`config.mk`:
```
export PLATFORM = sky130hd
export DESIGN_NAME = llc_req_queue
export DESIGN_NICKNAME = d
export VERILOG_FILES = /design/src/rtl/llc_req_queue.sv
export SDC_FILE = /design/constraint.sdc
export NUM_CORES = 1
export LEC_CHECK = 0
export BUFFER_PORTS_ARGS = -buffer_cell sky130_fd_sc_hd__clkbuf_2
export CAP_MARGIN = 0
export CORE_MARGIN = 8
export CORE_UTILIZATION = 45
export CTS_BUF_LIST = sky130_fd_sc_hd__clkbuf_4
export CTS_CLUSTER_DIAMETER = 80
export DETAILED_ROUTE_END_ITERATION = 8
export GPL_TIMING_DRIVEN = 0
export HOLD_SLACK_MARGIN = 0.15
export MAX_ROUTING_LAYER = met4
export PLACE_DENSITY = 0.63
export SKIP_CTS_REPAIR_TIMING = 1
export SYNTH_ARGS = -nofsm -noshare
export SYNTH_HDL_FRONTEND = slang
export SYNTH_SLANG_ARGS = --single-unit
```
`constraint.sdc`:
```
create_clock -name clk -period 5.74 [get_ports clk]
set_input_delay 0.861 -clock clk [delete_from_list [all_inputs] [get_ports clk]]
set_output_delay 0.861 -clock clk [all_outputs]
set_load 0.03 [all_outputs]
```
`src/rtl/llc_req_queue.sv`:
```
// llc_req_queue: request FIFO and issue register feeding the LLC model.
// Trace commands are buffered in a circular FIFO and presented one per cycle
// on op/addr; the presented command is frozen while the LLC raises hold.
// Optional build macro: LLC_REQ_FILTER_EN -- when defined, pushes carrying
// op 7 or 10..15 are accepted but discarded and counted in `dropped`.
module llc_req_queue #(
  parameter int         DEPTH      = 8,
  parameter int         ADDR_WIDTH = 32,
  parameter logic [3:0] IDLE_OP    = 4'd8
) (
  input  logic                    clk,
  input  logic                    rst,
  input  logic                    in_valid,
  output logic                    in_ready,
  input  logic [3:0]              in_op,
  input  logic [ADDR_WIDTH-1:0]   in_addr,
  input  logic                    hold,
  output logic [3:0]              op,
  output logic [ADDR_WIDTH-1:0]   addr,
  output logic [$clog2(DEPTH):0]  count,
  output logic [31:0]             issued,
  output logic [15:0]             dropped
);

  localparam int PW = $clog2(DEPTH);
  localparam int CW = PW + 1;
  localparam int EW = 4 + ADDR_WIDTH;

  logic [EW-1:0]         mem_reg [DEPTH];
  logic [PW-1:0]         wr_ptr_reg;
  logic [PW-1:0]         rd_ptr_reg;
  logic [CW-1:0]         count_reg;
  logic [CW-1:0]         count_next;
  logic [3:0]            op_reg;
  logic [ADDR_WIDTH-1:0] addr_reg;
  logic [31:0]           issued_reg;
  logic                  push_en;
  logic                  write_en;
  logic                  pop_en;

  // in_ready depends only on registered occupancy, so a same-cycle pop
  // never opens a slot and hold has no path to in_ready.
  assign in_ready = (count_reg < CW'(DEPTH));
  assign push_en  = in_valid && in_ready;
  assign pop_en   = !hold && (count_reg != '0);

`ifdef LLC_REQ_FILTER_EN
  logic        drop_en;
  logic [15:0] dropped_reg;

  // Reserved/unsupported op codes consume the handshake but never enter the FIFO.
  assign drop_en  = push_en && ((in_op == 4'd7) || (in_op >= 4'd10));
  assign write_en = push_en && !drop_en;

  // Saturating count of filtered pushes.
  always_ff @(posedge clk) begin
    if (rst) begin
      dropped_reg <= '0;
    end else if (drop_en && (dropped_reg != 16'hFFFF)) begin
      dropped_reg <= dropped_reg + 16'd1;
    end
  end

  assign dropped = dropped_reg;
`else
  assign write_en = push_en;
  assign dropped  = '0;
`endif

  assign count_next = count_reg + CW'(write_en) - CW'(pop_en);

  // FIFO storage write; contents need no reset since count gates every read.
  always_ff @(posedge clk) begin
    if (write_en) begin
      mem_reg[wr_ptr_reg] <= {in_op, in_addr};
    end
  end

  // Pointer and occupancy bookkeeping; pointers wrap naturally (DEPTH is 2^n).
  always_ff @(posedge clk) begin
    if (rst) begin
      wr_ptr_reg <= '0;
      rd_ptr_reg <= '0;
      count_reg  <= '0;
    end else begin
      if (write_en) begin
        wr_ptr_reg <= wr_ptr_reg + PW'(1);
      end
      if (pop_en) begin
        rd_ptr_reg <= rd_ptr_reg + PW'(1);
      end
      count_reg <= count_next;
    end
  end

  // Issue register: frozen under hold, else loads the head or goes idle
  // (address is left as-is when idling).
  always_ff @(posedge clk) begin
    if (rst) begin
      op_reg   <= IDLE_OP;
      addr_reg <= '0;
    end else if (!hold) begin
      if (count_reg != '0) begin
        {op_reg, addr_reg} <= mem_reg[rd_ptr_reg];
      end else begin
        op_reg <= IDLE_OP;
      end
    end
  end

  // Saturating count of real (non-idle) commands handed to the LLC.
  always_ff @(posedge clk) begin
    if (rst) begin
      issued_reg <= '0;
    end else if (pop_en && (issued_reg != 32'hFFFF_FFFF)) begin
      issued_reg <= issued_reg + 32'd1;
    end
  end

  assign op     = op_reg;
  assign addr   = addr_reg;
  assign count  = count_reg;
  assign issued = issued_reg;

endmodule

```
==> metrics <==
first-pass GRT wire length 49.60 mm; fin worst setup slack 1.949 ns; share of cells above drive strength 1 36.28%; Slew HR 9.264%; Slew @ Worst Pin 1.356 ns; ys flop type edfxtp_1; Switching Fraction 29.39%; clock tree from TritonCTS built; cell-internal power 4864 µW; Max Clock Skew 0.04041 ns; asr flop ratio synth 0%; DP Worst Slack 1.576 ns; clock sink count 369; Comb power frac 22.3%; drt first pass iters 4; DIE AREA 0.03767 mm²; grt ovf 0; RePlAce Congestion 0.8316; largest net degree at the start of global routing 23; Worst EP required 6.30 ns; #FFs+latches synth 369; P_leak 0.005854 µW; crit-path leading delay family simple AND/OR/NAND/NOR gates; non-filler instance count after layout 1538; Die Width 194.1 µm; RSZ-0062 raised after global routing false; post-DP HPWL 21.23 mm; area delta synth->final 19.13%; initial antenna violation count 3; max_cap viols 0; yosys warns 0; mapped cell area 0.01427 mm²; Sequential Power Share 46.2%; final worst-path cycle share 66.05%; synth top area cells edfxtp_1 (61%), dfxtp_1 (11%), mux4_2 (11%); area leader, netlist edfxtp_1; clk_lat worst skew 0.72 ns; post-synth top area share 60.60%; cell count after synthesis 809; Syn Area/Cell 17.64 µm²; vias after detailed routing 8119; core area 0.03139 mm²; Initial Util 45.46%; crit path max fanout 10; Post-DRT Antenna Nets 0; CTS HTree Levels 3; met2 usage 27.88%; Power, Total 6889 µW; CP Capture Type register; achievable frequency 263.8 MHz; pwr dens 405.2 mW/mm²; critical path's largest stage delay 1.04 ns; Max Root-Sink Buffers 3; final wirelength 31.66 mm; status finished clean; WS Path Type register to register; max reg flops 288; Layout Nets 1106; fin crit period 3.791 ns; Setup-failing EPs final 0; register area 0.01027 mm²; Critical Path Slowest Stage Cell nor2_1; vias in the first global route 8527; I/O Pins 129; Max Slew Vio Count 0; Synth top cells by count edfxtp_1 (288), dfxtp_1 (81), mux4_2 (72); hold crit path type primary input to register; startpoint types register; Critical Path, Cell by Cell inv_1, ha_1, nor3b_1, nor2_1, clkbuf_1, ha_1, inv_1, ha_1, inv_1, fa_1, xor2_1, nor2_1; Max VDD drop 0.2206 mV; register area share after synthesis 71.96%; setup TNS 0 ns; gr usage total 17.40%; final hold vios 0; met1 Usage GRT 21.23%; CP Buf/Inv Count 4; Core Rows 65; vias per inst 5.279; Clk pwr share 31.5%; DIE HEIGHT 194.1 µm; DRC errors left 0; Reg clk slew, reported paths 0.06 ns; arrival time at the worst endpoint 4.35 ns; First DRT Iteration DRCs 441; placed cell count 1364; wire per inst 20.58 µm; Port Buffers 110; met3 Use GR 4.495%; Switching Power 2025 µW; Unique masters post-synth 55; fill count 2581; GRT busiest layer met2; top-count cell post-synth edfxtp_1; area of the multi-input gates 0.003762 mm²; Post-synth EDFFs 288; CTS root buf clkbuf_4; CTS Buf Count 93
==> layout make-up <==
| class | instances | share of cell area, % |
|---|---|---|
| Antenna cell | 3 | 0.04416 |
| Buffer | 58 | 1.781 |
| Clock buffer | 144 | 6.359 |
| Clock inverter | 27 | 0.7433 |
| Inverter | 10 | 0.2208 |
| Multi-Input combinational cell | 387 | 22.13 |
| Sequential cell | 369 | 60.41 |
| Tap cell | 402 | 2.958 |
| Timing Repair Buffer | 138 | 5.358 |
==> kinds of logic (layout without fill, tap and decap cells) <==
family,Yosys count,after routing,synth area share [%]
AND/OR/NAND/NOR,152,152,5.497
flip-flops,369,369,71.96
AO/OA/AOI/OAI,81,81,4.016
adder cells (fa/ha/maj),9,9,0.8417
multiplexers,112,112,14.23
buffers and inverters,68,377,2.385
XOR/XNOR,17,17,1.043
other,1,19,0.02628
==> worst register-to-register path: stages, from the launching register on <==
cell	delay [ns]
dfxtp_1	0.35
inv_1	0.06
ha_1	0.17
nor3b_1	0.21
nor2_1	1.04
clkbuf_1	0.65
ha_1	0.36
inv_1	0.05
ha_1	0.15
inv_1	0.06
fa_1	0.37
xor2_1	0.13
nor2_1	0.05
==> placed cells by master (no fill, tap or decap), drive strengths merged, types with 2 or more instances in the layout <==
cell,n
edfxtp,288
clkbuf,280
dfxtp,81
mux4,72
nor2,64
buf,60
mux2i,36
a211oi,32
clkinv,24
a21oi,20
nand2,18
conb,16
xor2,14
inv,12
or3,11
nand4,11
o21ai,10
nand3,8
ha,8
nor3,8
o31ai,6
or4,5
nor4,5
nor2b,4
and4,4
mux2,4
and3,4
diode,3
xnor2,3
a22oi,3
or2,3
nor3b,3
o211ai,3
nand2b,2
==> routing by layer <==
| layer | up-vias | wire length (µm) |
|---|---|---|
| met4 | 0 | 616 |
| met3 | 54 | 1993 |
| li1 | 3761 | - |
| met1 | 4062 | 13460 |
| met2 | 242 | 15590 |
| met5 | - | 0 |
==> final timing paths <==
check / from / to / slack, ns / depth (start not counted)
setup / recovery: count[3] / count[2] / 1.95 / 12
hold reg to reg: addr[9] / addr[9] / 0.50 / 2
setup reg to reg: count[3] / count[2] / 1.95 / 12
hold / removal: in_addr[15] / mem_reg[2][15] / 0.43 / 1
==> power by group through the flow <==
| stage | registers (µW) | logic (µW) | clock network, µW |
|---|---|---|---|
| after floorplan | 3430 | 896 | 0 |
| after global placement | 3260 | 1520 | 0 |
| after detailed placement | 3250 | 1570 | 0 |
| after CTS | 3190 | 1580 | 2240 |
| after global routing | 3210 | 1670 | 2390 |
| final | 3180 | 1530 | 2170 |
==> stage by stage <==
stage	utilization (%)	hold WS, ns	area, µm²
floorplan	-	0.4847	14330
global placement	49.00	0.4882	15380
detailed placement	50.29	0.4899	15790
CTS	54.13	0.3531	16990
global route	54.16	0.3814	17000
finish	54.16	0.4273	17000
No activity file was read; power rests on OpenSTA's default activity.
